### src/rtl/siso_pkg.sv
// siso_pkg: shared definitions for the serial delay-line family.
// Holds the legal stage-count bounds and the fill-counter width helper. Other
// serial blocks that keep a saturating "stages filled" count can reuse it.
package siso_pkg;

  // Smallest and largest supported number of register stages.
  localparam int MIN_WIDTH = 1;
  localparam int MAX_WIDTH = 1024;

  // Width of a saturating counter that must reach the value 'width' exactly.
  function automatic int fill_cnt_w(input int width);
    return $clog2(width + 1);
  endfunction

endpackage : siso_pkg

### src/rtl/siso_stage.sv
// siso_stage: one stage of the serial delay line.
// A 1-bit D flop with asynchronous, active-high reset to RST_VAL.
// Ports:
//   clk   - rising-edge clock
//   reset - asynchronous active-high reset, loads RST_VAL
//   d     - next stage value
//   q     - registered stage value
module siso_stage #(
  parameter logic RST_VAL = 1'b0
) (
  input  logic clk,
  input  logic reset,
  input  logic d,
  output logic q
);

  always_ff @(posedge clk or posedge reset) begin
    if (reset) begin
      q <= RST_VAL;
    end else begin
      q <= d;
    end
  end

endmodule : siso_stage

### src/rtl/siso.sv
// siso: serial-in/serial-out shift register, a WIDTH-stage delay line for a
// 1-bit stream. Each bit sampled on data_in appears on data_out once it has
// walked through all WIDTH stages. A parallel tap view and a "primed" flag
// (all stages hold post-reset data) are provided for debug and alignment.
// Ports:
//   clk      - rising-edge clock, the only clock
//   reset    - asynchronous active-high reset
//   data_in  - serial input, sampled into stage 0 every rising edge
//   data_out - serial output, the oldest stage (registered)
//   taps     - all stages; taps[0] newest, taps[WIDTH-1] oldest
//   primed   - high once WIDTH edges have occurred since reset release
module siso
  import siso_pkg::*;
#(
  parameter int               WIDTH     = 4,
  parameter logic [WIDTH-1:0] RESET_VAL = '0
) (
  input  logic             clk,
  input  logic             reset,
  input  logic             data_in,
  output logic             data_out,
  output logic [WIDTH-1:0] taps,
  output logic             primed
);

  if (WIDTH < MIN_WIDTH) begin : g_bad_width
    $fatal(1, "siso: WIDTH must be at least %0d", MIN_WIDTH);
  end

  localparam int             CNT_W = fill_cnt_w(WIDTH);
  localparam logic [CNT_W-1:0] FULL = CNT_W'(WIDTH);

  logic [WIDTH-1:0] stage_d;
  logic [WIDTH-1:0] stage_q;
  logic [CNT_W-1:0] fill_cnt;

  // Stage chain: stage 0 takes the serial input, every later stage takes its
  // predecessor. Built per stage so WIDTH=1 needs no special-case slicing.
  for (genvar i = 0; i < WIDTH; i++) begin : g_chain
    if (i == 0) begin : g_head
      assign stage_d[i] = data_in;
    end else begin : g_link
      assign stage_d[i] = stage_q[i-1];
    end

    siso_stage #(
      .RST_VAL (RESET_VAL[i])
    ) u_stage (
      .clk   (clk),
      .reset (reset),
      .d     (stage_d[i]),
      .q     (stage_q[i])
    );
  end

  // Saturating fill counter: counts edges since reset release up to WIDTH
  // and then holds, so primed never drops except on reset.
  always_ff @(posedge clk or posedge reset) begin
    if (reset) begin
      fill_cnt <= '0;
    end else if (fill_cnt != FULL) begin
      fill_cnt <= fill_cnt + 1'b1;
    end
  end

  assign primed   = (fill_cnt == FULL);
  assign data_out = stage_q[WIDTH-1];
  assign taps     = stage_q;

`ifndef SYNTHESIS
  // Once every stage holds post-reset data, the output is the input from
  // exactly WIDTH edges ago.
  a_delay : assert property (
    @(posedge clk) disable iff (reset)
      primed |-> (data_out == $past(data_in, WIDTH))
  );

  // The first edge after release can only complete the fill when WIDTH=1.
  a_first_edge : assert property (
    @(posedge clk) disable iff (reset)
      ($past(reset) && !reset) |=> (primed == (WIDTH == 1))
  );
`endif

endmodule : siso

### config.mk
export PLATFORM = sky130hd
export DESIGN_NAME = siso
export DESIGN_NICKNAME = d
export VERILOG_FILES = /design/src/rtl/siso_pkg.sv /design/src/rtl/siso_stage.sv /design/src/rtl/siso.sv
export SDC_FILE = /design/constraint.sdc
export NUM_CORES = 1
export LEC_CHECK = 0
export CAP_MARGIN = 10
export CORE_AREA = 2 2 39 41
export DETAILED_ROUTE_END_ITERATION = 10
export DIE_AREA = 0 0 41 43
export GPL_ROUTABILITY_DRIVEN = 0
export GPL_TIMING_DRIVEN = 0
export SKIP_CTS_REPAIR_TIMING = 1
export SLEW_MARGIN = 20
export SYNTH_ARGS = -nofsm -noshare
export SYNTH_HDL_FRONTEND = slang
export SYNTH_SLANG_ARGS = --single-unit
### constraint.sdc
create_clock -name clk -period 1.05 [get_ports clk]
set_input_delay 0.1575 -clock clk [delete_from_list [all_inputs] [get_ports clk]]
set_output_delay 0.1575 -clock clk [all_outputs]
set_load 0.03 [all_outputs]
==> impl_results.md <==
- Htree depth: 1
- Wire per inst: between 8 and 9 um
- Cell Area, Synth: 290 sq um
- Max Cap Viol: 0
- CP required: 0.89 ns
- GRT Max-Usage Layer: met3
- Share of the synthesized area in the top cell type: 0.603
- Routing usage on met1: 0.0726
- Tmin final: around 1.2 ns
- CP Launch Type: flip-flop
- Post-DP HPWL: about 310 um
- Deepest clock path buffer count: 2
- IO Pins: 9
- Final nets: 43
- Core area: between 1000 and 1500 sq um
- Die area: 1760 sq um
- Vias post-DR: about 180
- Antenna cells: 0
- Port-buffer cells: 8
- Root Buffer: clkbuf_4
- CTS tree: built
- Residual DRC count: 0
- Clock latency at the later pin of the worst-skew pair: 0.25 ns
- Synthesized area per cell: 12.6 sq um
- Final setup fails: 2
- GR Util All Layers: 0.0668
- Fmax: about 810 MHz
- Layout overhead on the synthesized area: 57.8%
- DRT iter0 DRCs: 0
- CTS clk-pin slew, worst paths: 0.05 ns
- Violated checks: negative setup slack
- Worst slew pin tran: 0.254 ns
- ANT nets after route: 0
- Initial antenna violation count: 0
- Worst-path maximum fanout: 2
- Net Count, Synth: 28
- Drt pass-1 iters: 1
- Critical path data arrival time: roughly 1.1 ns
- Post-DR vias/cell: 3.42
- Row count: 14
- Crit path kind: reg -> out
- Outcome: finished with violations
- Peak VDD IR: 0.421 mV
- Share of layout cells above drive strength 1: 0.568
- Leading area contributor after synthesis: dfrtp_1
- Register area share after synthesis: 0.603
- Post-route clock skew: about 0.0049 ns
- Lkg Pwr: 0.223 nW
- Critical Path Sink Type: primary output
- Die Span Y: 43 um
- Grt ovf: 0
- Largest net degree at the start of global routing: 8
- RSZ-0062 raised after global routing: true
- FILL cells: between 100 and 150
- Synth top area cells: dfrtp_1 (60%), buf_4 (10%), ha_1 (8.6%)
- Distinct cell type count after synthesis: 10
- Final hold vios: 0
- Max-slew headroom: 0.830
- Slew Limit Fails: 0
- Global-route wire length before repair: 641 um
- Die width: roughly 41 um
- Power per cell area: 1300 nW/um^2
- Number of synthesized register bits: 7
- Detailed Route WL: approximately 440 um
- GR Util met3: 0.0838
- Final period util: 1.18
- Min-delay worst type: in -> async
- Vias in the first global route: 148
- Cells after synthesis: 23
- YS warnings: 0
- Initial Util: 0.210
- Placed inst area: 408 sq um
- Total CTS buffers: 3
- Grt met2 use: 0.0594
- Tot Pwr: 594 uW
- Clock sink count: 7
- Final instance area: about 460 sq um
- Setup ws final: -0.185 ns
==> logic make-up (layout without fill, tap and decap cells) <==
kind of cell             count (synthesis)  after routing  share of synthesized area
multiplexers                             1              1                     0.0517
XOR/XNOR                                 1              1                     0.0302
AND/OR/NAND/NOR                          3              3                     0.0560
adder cells (fa/ha/maj)                  2              2                     0.0862
buffers and inverters                    8             22                      0.155
flip-flops                               7              7                      0.603
AO/OA/AOI/OAI                            1              1                     0.0172
==> critical path: stages, from the launching register on <==
cell and delay [ns]:
dfrtp_1 0.39, inv_2 0.09, ha_4 0.15, nand2_4 0.04
inv_2 0.05, buf_6 0.12
==> state kept, by name (all words and copies together) (netlist names) <==
register           cells
g_chain.u_stage.q      4
fill_cnt               3
==> per-stage QoR <==
| step | TNS (ns) | utilization | hold WS, ns | setup WS (ns) | cells |
|---|---|---|---|---|---|
| floorplan | 0 | - | -0.0391 | 0.00700 | 23 |
| global placement | -1.33 | 0.295 | 0.365 | -0.480 | 47 |
| detailed placement | -1.35 | 0.295 | 0.370 | -0.482 | 47 |
| CTS | -3.03 | 0.314 | 0.128 | -0.761 | 51 |
| global route | -0.503 | 0.331 | 0.149 | -0.244 | 53 |
| finish | -0.339 | 0.331 | 0.125 | -0.185 | 53 |
==> layout make-up <==
type                    instances  area, sq um  share of cell area
multi-input cells               8         87.6               0.191
inverters                       4         15.0              0.0328
repair buffers                 12          111               0.243
well taps                      16         20.0              0.0437
flip-flops and latches          7          175               0.383
clock buffers                   4         26.3              0.0574
plain buffers                   2         22.5              0.0492
==> per-layer routing <==
metal | wire length, um | vias up
met4 | 0 | 0
met3 | 58 | 0
met5 | 0 | -
li1 | - | 91
met2 | 164 | 9
met1 | 219 | 81
==> cells in the final DEF (no fill, tap or decap), drive strengths merged <==
| cell | Yosys | layout |
|---|---|---|
| buf | 4 | 11 |
| dfrtp | 7 | 7 |
| clkbuf | 0 | 5 |
| inv | 4 | 4 |
| clkdlybuf4s50 | 0 | 2 |
| ha | 2 | 2 |
| nand2 | 1 | 1 |
| xnor2 | 1 | 1 |
| mux2 | 1 | 1 |
| nor2b | 1 | 1 |
| nor2 | 1 | 1 |
| a21oi | 1 | 1 |
==> synthesized netlist by cell type <==
master / count
inv_1: 4
dfrtp_1: 7
xnor2_1: 1
ha_1: 2
nor2_1: 1
nor2b_1: 1
buf_4: 4
mux2_4: 1
nand2_2: 1
a21oi_1: 1
==> where the power goes <==
part,total (mW),leakage [nW],internal (mW),switching (mW)
registers,0.283,0.0833,0.278,0.00502
logic,0.0665,0.125,0.0341,0.0323
clock network,0.244,0.0150,0.145,0.0991
==> path summary, 6_finish.rpt <==
path	startpoint	slack, ns	depth (start not counted)	endpoint
max	fill_cnt[0]	-0.18	5	primed
min	reset	0.12	2	g_chain[1].u_stage.q
max reg2reg	fill_cnt[0]	-0.15	5	fill_cnt[1]
min reg2reg	g_chain[2].u_stage.q	0.40	0	g_chain[3].u_stage.q
max in group asynchronous	reset	0.72	2	fill_cnt[0]
min in group clk	data_in	0.37	1	g_chain[0].u_stage.q
(Power assumes the default switching activity.)
